[config.mk]
export PLATFORM = sky130hd
export DESIGN_NAME = mem_arbiter_flat
export DESIGN_NICKNAME = d
export VERILOG_FILES = /design/src/rtl/mem_arbiter_if.sv /design/src/rtl/mem_arbiter.sv /design/src/flat_wrapper.sv
export SDC_FILE = /design/constraint.sdc
export NUM_CORES = 1
export LEC_CHECK = 0
export ABC_AREA = 1
export CAP_MARGIN = 10
export CORE_ASPECT_RATIO = 0.75
export CORE_MARGIN = 5
export CORE_UTILIZATION = 39
export CTS_BUF_LIST = sky130_fd_sc_hd__clkbuf_16
export DETAILED_ROUTE_END_ITERATION = 6
export PLACE_DENSITY_LB_ADDON = 0.2
export REMOVE_ABC_BUFFERS = 1
export SLEW_MARGIN = 10
export SYNTH_ARGS = -nofsm -noshare
export SYNTH_HDL_FRONTEND = slang
export SYNTH_SLANG_ARGS = --single-unit
[constraint.sdc]
create_clock -name clk -period 1.6 [get_ports clk]
set_input_delay 0.24 -clock clk [delete_from_list [all_inputs] [get_ports clk]]
set_output_delay 0.24 -clock clk [all_outputs]
set_load 0.005 [all_outputs]
[src/rtl/mem_arbiter_if.sv]
// rtl/mem_arbiter_if.sv - CPU/debug request ports and RAM port bundle for mem_arbiter
// Modport slave is the arbiter's view; master is the requester/RAM-side view.
interface mem_arbiter_if #(
  parameter int AW = 10,
  parameter int DW = 8
);
  logic          req_a;
  logic          we_a;
  logic [AW-1:0] addr_a;
  logic [DW-1:0] wdata_a;
  logic          gnt_a;
  logic          rvalid_a;
  logic [DW-1:0] rdata_a;

  logic          req_b;
  logic          we_b;
  logic [AW-1:0] addr_b;
  logic [DW-1:0] wdata_b;
  logic          gnt_b;
  logic          rvalid_b;
  logic [DW-1:0] rdata_b;

  logic          mem_en;
  logic          mem_we;
  logic [AW-1:0] mem_addr;
  logic [DW-1:0] mem_wdata;
  logic [DW-1:0] mem_rdata;

  modport slave (
    input  req_a, we_a, addr_a, wdata_a,
    output gnt_a, rvalid_a, rdata_a,
    input  req_b, we_b, addr_b, wdata_b,
    output gnt_b, rvalid_b, rdata_b,
    output mem_en, mem_we, mem_addr, mem_wdata,
    input  mem_rdata
  );

  modport master (
    output req_a, we_a, addr_a, wdata_a,
    input  gnt_a, rvalid_a, rdata_a,
    output req_b, we_b, addr_b, wdata_b,
    input  gnt_b, rvalid_b, rdata_b,
    input  mem_en, mem_we, mem_addr, mem_wdata,
    output mem_rdata
  );
endinterface

[src/rtl/mem_arbiter.sv]
// rtl/mem_arbiter.sv - two-port round-robin arbiter onto a single-port synchronous RAM
// Optional MEM_ARB_LOCK_EN adds lock_b, letting port B keep winning ties up to LOCK_MAX grants.
module mem_arbiter #(
  parameter int AW       = 10,
  parameter int DW       = 8,
  parameter int LOCK_MAX = 8
) (
  input  logic clk,
  input  logic rst_n,
`ifdef MEM_ARB_LOCK_EN
  input  logic lock_b,
`endif
  mem_arbiter_if.slave bus
);

  localparam logic [1:0] S_IDLE   = 2'd0;
  localparam logic [1:0] S_ACCESS = 2'd1;
  localparam logic [1:0] S_RESP   = 2'd2;

  logic [1:0]    state;
  logic          last_b;
  logic          any_req;
  logic          pick_b;
  logic [AW-1:0] win_addr;
  logic [DW-1:0] win_wdata;
  logic          win_we;

`ifdef MEM_ARB_LOCK_EN
  localparam int CW = $clog2(LOCK_MAX + 1);
  logic [CW-1:0] lock_cnt;
  logic          lock_win;
`endif

  always_comb begin
    any_req = bus.req_a | bus.req_b;
`ifdef MEM_ARB_LOCK_EN
    // B keeps a tie only while it was granted last and the lock budget is not spent
    lock_win = bus.req_a && bus.req_b && last_b && lock_b && (lock_cnt < CW'(LOCK_MAX));
    pick_b   = bus.req_b && (!bus.req_a || !last_b || lock_win);
`else
    pick_b   = bus.req_b && (!bus.req_a || !last_b);
`endif
    win_addr  = pick_b ? bus.addr_b  : bus.addr_a;
    win_wdata = pick_b ? bus.wdata_b : bus.wdata_a;
    win_we    = pick_b ? bus.we_b    : bus.we_a;
  end

  always_ff @(posedge clk or negedge rst_n) begin
    if (!rst_n) begin
      state         <= S_IDLE;
      last_b        <= 1'b1;
      bus.gnt_a     <= 1'b0;
      bus.gnt_b     <= 1'b0;
      bus.rvalid_a  <= 1'b0;
      bus.rvalid_b  <= 1'b0;
      bus.mem_en    <= 1'b0;
      bus.mem_we    <= 1'b0;
      bus.mem_addr  <= '0;
      bus.mem_wdata <= '0;
    end else begin
      case (state)
        S_ACCESS: begin
          bus.gnt_a    <= 1'b0;
          bus.gnt_b    <= 1'b0;
          bus.mem_en   <= 1'b0;
          bus.mem_we   <= 1'b0;
          bus.rvalid_a <= bus.gnt_a & ~bus.mem_we;
          bus.rvalid_b <= bus.gnt_b & ~bus.mem_we;
          state        <= bus.mem_we ? S_IDLE : S_RESP;
        end
        default: begin
          // RESP overlaps the next arbitration, so reads sustain one access per two cycles
          bus.rvalid_a <= 1'b0;
          bus.rvalid_b <= 1'b0;
          if (any_req) begin
            state         <= S_ACCESS;
            last_b        <= pick_b;
            bus.gnt_a     <= ~pick_b;
            bus.gnt_b     <= pick_b;
            bus.mem_en    <= 1'b1;
            bus.mem_we    <= win_we;
            bus.mem_addr  <= win_addr;
            bus.mem_wdata <= win_wdata;
          end else begin
            state         <= S_IDLE;
            bus.gnt_a     <= 1'b0;
            bus.gnt_b     <= 1'b0;
            bus.mem_en    <= 1'b0;
            bus.mem_we    <= 1'b0;
          end
        end
      endcase
    end
  end

`ifdef MEM_ARB_LOCK_EN
  always_ff @(posedge clk or negedge rst_n) begin
    if (!rst_n) begin
      lock_cnt <= '0;
    end else if (!lock_b) begin
      lock_cnt <= '0;
    end else if (state != S_ACCESS && any_req) begin
      if (!pick_b)
        lock_cnt <= '0;
      else if (lock_win)
        lock_cnt <= lock_cnt + 1'b1;
    end
  end
`endif

  assign bus.rdata_a = bus.rvalid_a ? bus.mem_rdata : '0;
  assign bus.rdata_b = bus.rvalid_b ? bus.mem_rdata : '0;

endmodule

[src/flat_wrapper.sv]
// flat-port wrapper written by rule: the top's interface ports become plain ports
module mem_arbiter_flat 
#(
  parameter int AW       = 10,
  parameter int DW       = 8,
  parameter int LOCK_MAX = 8
)
  (clk, rst_n, bus_req_a, bus_we_a, bus_addr_a, bus_wdata_a, bus_gnt_a, bus_rvalid_a, bus_rdata_a, bus_req_b, bus_we_b, bus_addr_b, bus_wdata_b, bus_gnt_b, bus_rvalid_b, bus_rdata_b, bus_mem_en, bus_mem_we, bus_mem_addr, bus_mem_wdata, bus_mem_rdata);
  mem_arbiter_if #(.AW(AW), .DW(DW)) bus_i ();
  input  logic clk;
  input  logic rst_n;
  input wire logic [$bits(bus_i.req_a)-1:0] bus_req_a;
  input wire logic [$bits(bus_i.we_a)-1:0] bus_we_a;
  input wire logic [$bits(bus_i.addr_a)-1:0] bus_addr_a;
  input wire logic [$bits(bus_i.wdata_a)-1:0] bus_wdata_a;
  output wire logic [$bits(bus_i.gnt_a)-1:0] bus_gnt_a;
  output wire logic [$bits(bus_i.rvalid_a)-1:0] bus_rvalid_a;
  output wire logic [$bits(bus_i.rdata_a)-1:0] bus_rdata_a;
  input wire logic [$bits(bus_i.req_b)-1:0] bus_req_b;
  input wire logic [$bits(bus_i.we_b)-1:0] bus_we_b;
  input wire logic [$bits(bus_i.addr_b)-1:0] bus_addr_b;
  input wire logic [$bits(bus_i.wdata_b)-1:0] bus_wdata_b;
  output wire logic [$bits(bus_i.gnt_b)-1:0] bus_gnt_b;
  output wire logic [$bits(bus_i.rvalid_b)-1:0] bus_rvalid_b;
  output wire logic [$bits(bus_i.rdata_b)-1:0] bus_rdata_b;
  output wire logic [$bits(bus_i.mem_en)-1:0] bus_mem_en;
  output wire logic [$bits(bus_i.mem_we)-1:0] bus_mem_we;
  output wire logic [$bits(bus_i.mem_addr)-1:0] bus_mem_addr;
  output wire logic [$bits(bus_i.mem_wdata)-1:0] bus_mem_wdata;
  input wire logic [$bits(bus_i.mem_rdata)-1:0] bus_mem_rdata;
  assign bus_i.req_a = bus_req_a;
  assign bus_i.we_a = bus_we_a;
  assign bus_i.addr_a = bus_addr_a;
  assign bus_i.wdata_a = bus_wdata_a;
  assign bus_gnt_a = bus_i.gnt_a;
  assign bus_rvalid_a = bus_i.rvalid_a;
  assign bus_rdata_a = bus_i.rdata_a;
  assign bus_i.req_b = bus_req_b;
  assign bus_i.we_b = bus_we_b;
  assign bus_i.addr_b = bus_addr_b;
  assign bus_i.wdata_b = bus_wdata_b;
  assign bus_gnt_b = bus_i.gnt_b;
  assign bus_rvalid_b = bus_i.rvalid_b;
  assign bus_rdata_b = bus_i.rdata_b;
  assign bus_mem_en = bus_i.mem_en;
  assign bus_mem_we = bus_i.mem_we;
  assign bus_mem_addr = bus_i.mem_addr;
  assign bus_mem_wdata = bus_i.mem_wdata;
  assign bus_i.mem_rdata = bus_mem_rdata;
  mem_arbiter #(.AW(AW), .DW(DW), .LOCK_MAX(LOCK_MAX)) u_core (.clk(clk), .rst_n(rst_n), .bus(bus_i));
endmodule
After elaboration in Yosys (flattened, before gate mapping)
Cells that the tools add are included.
Storage, ports and cells
  register bits after elaboration: 27
  bits in latches: 0
  RAM bits: 0
  ROM bits: 0
  bits of input ports: 50
  output and inout bits: 40
  word-level logic and storage cells: 40
  memories kept: 0
Operators by class
  add/subtract/negate cells: 0
  $mul: 0
  div/mod/pow operators: 0
  magnitude comparators: 0
  eq/ne operators: 1
  shift operators: 0
  muxes and demuxes: 18
  bitwise operators: 6
  reductions and logical operators: 5
Operators with widths (number)
  $mux 8: 3
  $mux 1: 12
  $mux 10: 1
  $mux 2: 2
  $not 1->1: 3
  $and 1x1->1: 2
  $eq 2x1->1 const B: 1
  $logic_not 1->1: 2
  $reduce_and 2->1: 1
  $logic_and 1x1->1: 1
  $logic_or 1x1->1: 1
  $or 1x1->1: 1

Depth between registers and ports, before layout
Gate-level depths: netlist (run 1).
  depth after elaboration: 6
  mapped depth: 7
  gate-level depth less buffers: 6

Least setup slack after synthesis (run 1)
OpenSTA, ideal clock, no wires.
  kind: reg2reg
  start: reg u_core.last_b
  end: reg u_core.bus.mem_wdata[1]
  arrival: 0.987 ns
  setup slack: 0.496 ns
  stages on the path, launching flop included: 7
  path through: dfstp_2 > nand2_4 > nand2_4 > buf_4 > nand2_1 > nand3_1 > nand2_1
On the way
  cells in the longest elaborated chain, start to end: 4
Ends and longest elaborated chain
  start: declaration: line mem_arbiter.sv:21  | logic last_b;
  start signal: assignment: line mem_arbiter.sv:77  | last_b <= pick_b;
  $logic_not 1->1: line mem_arbiter.sv:41  | pick_b = bus.req_b && (!bus.req_a || !last_b);
  $logic_or 1x1->1: line mem_arbiter.sv:41
  $logic_and 1x1->1: line mem_arbiter.sv:41
  $mux 8: line mem_arbiter.sv:44  | win_wdata = pick_b ? bus.wdata_b : bus.wdata_a;
  end signal: assignment: line mem_arbiter.sv:83  | bus.mem_wdata <= win_wdata;
  end: declaration: line mem_arbiter_if.sv:34  | output mem_en, mem_we, mem_addr, mem_wdata,
No other way between the ends.
A chain may end at the register's enable or synchronous reset.

Final worst setup path (run 1)
  start: reg u_core.bus.rvalid_a
  end: out bus_rdata_a[2]
On the way
  cells in the longest elaborated chain, start to end: 1
Ends and longest elaborated chain
  start: declaration: line mem_arbiter_if.sv:31  | output gnt_a, rvalid_a, rdata_a,
  start signal: assignment: line mem_arbiter.sv:67  | bus.rvalid_a <= bus.gnt_a & ~bus.mem_we;
  $mux 8: line mem_arbiter.sv:111  | assign bus.rdata_a = bus.rvalid_a ? bus.mem_rdata : '0;
  end: declaration: line flat_wrapper.sv:18  | output wire logic [$bits(bus_i.rdata_a)-1:0] bus_rdata_a;
No other way between the ends.

==> summary.md, run 1 <==
| Metric | Value |
|---|---|
| Status | complete, no violations |
| Final Setup Violations | 0 |
| Multi-input gate area | 581 um^2 |
| Residual DRC | 0 |
| Leak Pwr | 1.60 nW |
| Critical Path RT | 1.36 ns |
| Port Buffers | 89 |
| Antenna violations before repair | 0 |
| Fillers | 264 |
| Yosys warns | 0 |
| Starting Density | 0.416 |
| Psw | 1.11 mW |
| Synth cell types | 15 |
| ANT nets after route | 0 |
| Int Pwr | 2.41 mW |
| MaxCap Viol Count | 0 |
| Final core utilization | 0.751 |
| Place WS | -0.00251 ns |
| Cells after DPL | 321 |
| Crit-path cells | buf_6, nand2_1, inv_1, clkdlybuf4s50_1 |
| Reg area | 654 um^2 |
| Post-Route WL | 4370 um |
| Xor and xnor area share after synthesis | 0 |
| Largest family of logic cells by synthesized area | simple AND/OR/NAND/NOR gates |
| Hold Vio Cnt, Final | 0 |
| CP peak stage delay | 0.49 ns |
| Placer Congestion | 0.742 |
| CTS root buf | clkbuf_16 |
| Clk slew on worst S/H paths | 0.07 ns |
| Fin area | 2540 um^2 |
| WHS | 0.345 ns |
| Worst vdd ir | 886 uV |
| Height of the chip | 62.0 um |
| Vias in the first global route | 1372 |
| Gr usage total | 0.175 |
| HPWL after detailed placement | 3150 um |
| Seq cells post-synth | 26 |
| Diodes inserted | 0 |
| Fmax | 643 MHz |
| RSZ-0062 raised after global routing | no |
| CP startpoint | u_core.bus.rvalid_a |
| Switching share of power | 0.316 |
| Clock power frac | 0.205 |
| Cell area after synthesis | 1400 um^2 |
| Syn Area/Cell | 7.13 um^2 |
| Fin crit share | 0.972 |
| Setup crit end kind | output pin |
| Setup WS post-layout | 0.0455 ns |
| Max-slew violations | 0 |
| DRT iter0 DRCs | 41 |
| Cells on worst reg2reg path | 5 |
| Post-synthesis mux area share | 0 |
| Seq/Total Area, Yosys | 0.464 |
| Worst hold path class | input port to async pin |
| Area growth syn-to-layout | 80.7% |
| Layout cell share with drive strength beyond 1 | 0.0727 |
| Fin crit period | 1.55 ns |
| R2R Path Start | u_core.last_b |
| Global-route wire length before repair | 6630 um |
| Fin Clk Skew | 0.00219 ns |
| CP max FO | 5 |
| Vias/cell | 4.56 |
| Clk sink count | 26 |
| Power Density | 1390 nW/um^2 |
| Fin nets | 340 |
| Slowest CP cell | clkdlybuf4s50_1 |
| Gr ovfl total | 0 |
| Drt wl/cell | 13.3 um |
| Headroom to the max-slew limit | 0.783 |
| Die area | 4910 um^2 |
| Num CTS Buffers | 3 |
| R2R setup slack | 0.39 ns |
| CTS Buffer Depth | 2 |
| Worst-Margin Slew | 0.326 ns |
| Die X | 79.3 um |
| Synth Area in Compound Gates | 0.0107 |
| Placement Rows | 18 |
| H-tree Lvls | 1 |
| CP Data Arrival Time | 1.31 ns |
| I/O Pins | 90 |
| CP Class | register to output pin |
| Core area | 3380 um^2 |
| CTS tree | done |
| Part of the power in registers | 0.323 |
| Startpoint types | register |
| Combinational Power Share | 0.472 |
| CTS Hold Bufs | 0 |
| Clk_lat worst skew | 0.26 ns |
| Drt first pass iters | 5 |
| Dpl cell area | 2350 um^2 |
| Adder-cell share of the synthesized area | 0 |
| Cell count after synthesis | 197 |
| Fin cells | 329 |
| Largest net degree at the start of global routing | 27 |
| Via count | 1501 |
| Synth Area in Simple Gates | 0.401 |
-- power by group through the flow --
stage          Combinational (mW)  Sequential, mW  Clock (mW)
2_1_floorplan               0.534            1.17           0
3_5_place_dp                 1.63            1.15           0
5_1_grt                      1.84            1.17       0.763
6_report                     1.66            1.14       0.725
3_3_place_gp                 1.60            1.15           0
4_1_cts                      1.64            1.15       0.734
-- registers in the layout (all words and copies together) (netlist names) --
register / count
u_core.bus.mem_we: 1
u_core.bus.mem_wdata: 8
u_core.bus.gnt_a: 1
u_core.bus.mem_addr: 10
u_core.bus.rvalid_b: 1
u_core.bus.rvalid_a: 1
u_core.bus.gnt_b: 1
u_core.state: 2
u_core.last_b: 1
-- worst paths after layout --
| check | to |
|---|---|
| worst max-delay path | bus_rdata_a[2] |
| worst min-delay path | u_core.bus.mem_addr[0] |
| worst max register to register | u_core.bus.mem_wdata[7] |
| worst min register to register | u_core.bus.mem_addr[9] |
| max in group asynchronous | u_core.last_b |
| min in group clk | u_core.bus.mem_addr[9] |
-- cell families after synthesis --
group	after synthesis
compound gates	3
simple gates	129
buf+inv	39
flops	26
-- area by class of cell --
class / count / share of cell area
multi-input cells: 132 / 0.229
inverters: 28 / 0.0414
flip-flops and latches: 26 / 0.258
clock inverters: 1 / 0.0118
clock buffers: 3 / 0.0296
repair buffers: 99 / 0.410
well taps: 40 / 0.0197
-- critical path: cells and delay by family, from the launching register on --
kind | cells | cell delay [ns]
buf+inv | 3 | 0.64
flops | 1 | 0.36
simple gates | 1 | 0.05
-- cells in the mapped netlist (all sizes together) --
cell type	number	share of area
nand3b	9	0.048
nor2	8	0.021
clkbuf	2	0.0053
nand2	92	0.26
dfrtp	25	0.45
nor3b	2	0.011
o21ai	3	0.011
nand3	18	0.064
buf	9	0.044
inv	28	0.075
dfstp	1	0.019
-- repair_timing --
| action | CTS | global route |
|---|---|---|
| gates resized for setup | 3 | 23 |
| setup buffers | 0 | 4 |
| endpoints found under the setup margin | 16 | 16 |
| endpoints found under the hold margin | 0 | 0 |
-- cell usage in the layout (no fill, tap or decap) --
cell	n
clkdlybuf4s50_1	72
buf_6	2
clkbuf_16	3
nand2_2	1
nand2_4	2
bufinv_16	1
dfrtp_1	23
dfstp_2	1
nor2_1	8
dfrtp_2	2
inv_2	1
buf_4	6
dlymetal6s2s_1	17
nor3b_1	2
inv_1	27
nand2_1	89
nand3b_1	9
o21ai_1	3
buf_12	2
nand3_1	18
-- layer usage --
layer,vias up,part of all wire,GRT usage
li1,775,-,-
met1,676,0.45,0.224
met2,48,0.48,0.307
met3,2,0.072,0.0490
met4,0,0.0039,0.0294
met5,-,0,0
-- stage by stage --
| stage | TNS, ns | power [mW] |
|---|---|---|
| finish | 0 | 3.53 |
| global route | 0 | 3.77 |
| CTS | 0 | 3.53 |
| detailed placement | -0.00251 | 2.79 |
| global placement | 0 | 2.75 |
| floorplan | 0 | 1.70 |
No activity file was read; power rests on OpenSTA's default activity.
==> run 2: changes to the inputs <==
- CORE_MARGIN: 5 -> unset
==> summary.md, run 2 (synthesis results as in run 1) <==
| Metric | Value |
|---|---|
| Placement Rows | 18 |
| Fmax | 630 MHz |
| Setup WS post-layout | 0.0138 ns |
| Worst vdd ir | 824 uV |
| Drt wl/cell | 11.8 um |
| Antenna violations before repair | 0 |
| CP Class | input port to output pin |
| Layout cell share with drive strength beyond 1 | 0.0594 |
| Worst hold path class | input port to async pin |
| Fin nets | 337 |
| Hold Vio Cnt, Final | 0 |
| Fin area | 2470 um^2 |
| I/O Pins | 90 |
| CTS tree | done |
| Area growth syn-to-layout | 76.2% |
| Largest Register | u_core.bus.mem_addr |
| Via count | 1517 |
| Startpoint types | input port |
| Clk sink count | 26 |
| Power Density | 1390 nW/um^2 |
| Port Buffers | 89 |
| Drt first pass iters | 7 |
| Number of setup buffers added after CTS | 0 |
| Die X | 71.3 um |
| Num CTS Buffers | 3 |
| Headroom to the max-slew limit | 0.787 |
| Final core utilization | 0.737 |
| Failing checks | design-rule violations |
| Post-Route WL | 3850 um |
| Residual DRC | 10 |
| H-tree Lvls | 1 |
| Vias in the first global route | 1331 |
| Vias/cell | 4.65 |
| Place WS | 0.00216 ns |
| CTS Buffer Depth | 2 |
| Clk_lat worst skew | 0.26 ns |
| Worst-Margin Slew | 0.320 ns |
| WHS | 0.356 ns |
| Status | finished, violations left |
| Reg area | 654 um^2 |
| Setup TNS | 0 ns |
| Gr ovfl total | 0 |
| Die area | 3850 um^2 |
| Critical Path RT | 1.36 ns |
| CTS Hold Bufs | 0 |
| Fillers | 278 |
| Leak Pwr | 1.47 nW |
| Setup crit end kind | output pin |
| Multi-input gate area | 578 um^2 |
| Final Setup Violations | 0 |
| DRT iter0 DRCs | 51 |
| Fin crit share | 0.991 |
| ANT nets after route | 0 |
| Global-route wire length before repair | 5980 um |
| Gr usage total | 0.202 |
| Height of the chip | 54.0 um |
| Fin Clk Skew | 0.00405 ns |
| Dpl cell area | 2340 um^2 |
| CP Data Arrival Time | 1.35 ns |
| Core area | 3360 um^2 |
| Largest net degree at the start of global routing | 27 |
| Fin crit period | 1.59 ns |
| Biggest regs | u_core.bus.mem_addr: 10 flops, u_core.bus.mem_wdata: 8 flops, u_core.state: 2 flops |
| CP max FO | 2 |
| Diodes inserted | 0 |
| Commonest non-fill, non-tap cell in the layout | nand2_1 |
| Starting Density | 0.418 |
| MaxCap Viol Count | 0 |
| Clk slew on worst S/H paths | 0.06 ns |
| Placer Congestion | 0.732 |
| Most frequent cells in the layout | nand2_1, clkdlybuf4s50_1, inv_1, dfrtp_1, nand3_1 |
| CTS root buf | clkbuf_16 |
| HPWL after detailed placement | 2920 um |
| Max-slew violations | 0 |
| Largest register FFs | 10 |
[run 2: area by class of cell]
type                            instances  area share
Timing Repair Buffer                   96       0.397
Sequential cell                        26       0.265
Multi-Input combinational cell        132       0.234
Inverter                               28      0.0425
Clock buffer                            3      0.0303
Tap cell                               40      0.0202
Clock inverter                          1      0.0121
[run 2: report_power, final]
part	total [mW]	internal, mW	leakage [nW]	switching (mW)
registers	1.15	0.964	0.317	0.190
logic	1.58	0.906	1.10	0.673
clock network	0.711	0.497	0.0511	0.213
[run 2: worst paths after layout]
| kind | from | endpoint | slack (ns) | depth (start not counted) |
|---|---|---|---|---|
| min | rst_n | u_core.bus.mem_addr[0] | 0.36 | 2 |
| min in group clk | u_core.bus.mem_addr[4] | u_core.bus.mem_addr[4] | 0.48 | 2 |
| max reg2reg | u_core.last_b | u_core.bus.mem_wdata[7] | 0.31 | 5 |
| max in group asynchronous | rst_n | u_core.last_b | 0.95 | 2 |
| max | bus_mem_rdata[4] | bus_rdata_a[4] | 0.01 | 4 |
| min reg2reg | u_core.bus.mem_addr[4] | u_core.bus.mem_addr[4] | 0.48 | 2 |
[run 2: what timing repair did]
item | in CTS | in global routing
gates cloned | 0 | 0
endpoints found under the setup margin | 16 | 10
gates resized for setup | 2 | 10
[run 2: worst max-delay path: stages]
cell             delay [ns]
clkdlybuf4s50_1        0.49
nand2_1                0.07
inv_1                  0.06
clkdlybuf4s50_1        0.49
[run 2: stage by stage]
stage,cells,total power [mW]
after floorplan,186,1.70
after CTS,326,3.49
after global routing,326,3.68
final,326,3.44
after global placement,322,2.72
after detailed placement,322,2.76
[run 2: routing by layer]
| layer | track usage | routed length, um | part of all wire |
|---|---|---|---|
| met1 | 0.239 | 1660 | 0.43 |
| met2 | 0.373 | 1710 | 0.45 |
| met4 | 0.0300 | 10 | 0.0026 |
| met5 | 0 | 0 | 0 |
| met3 | 0.0637 | 461 | 0.12 |
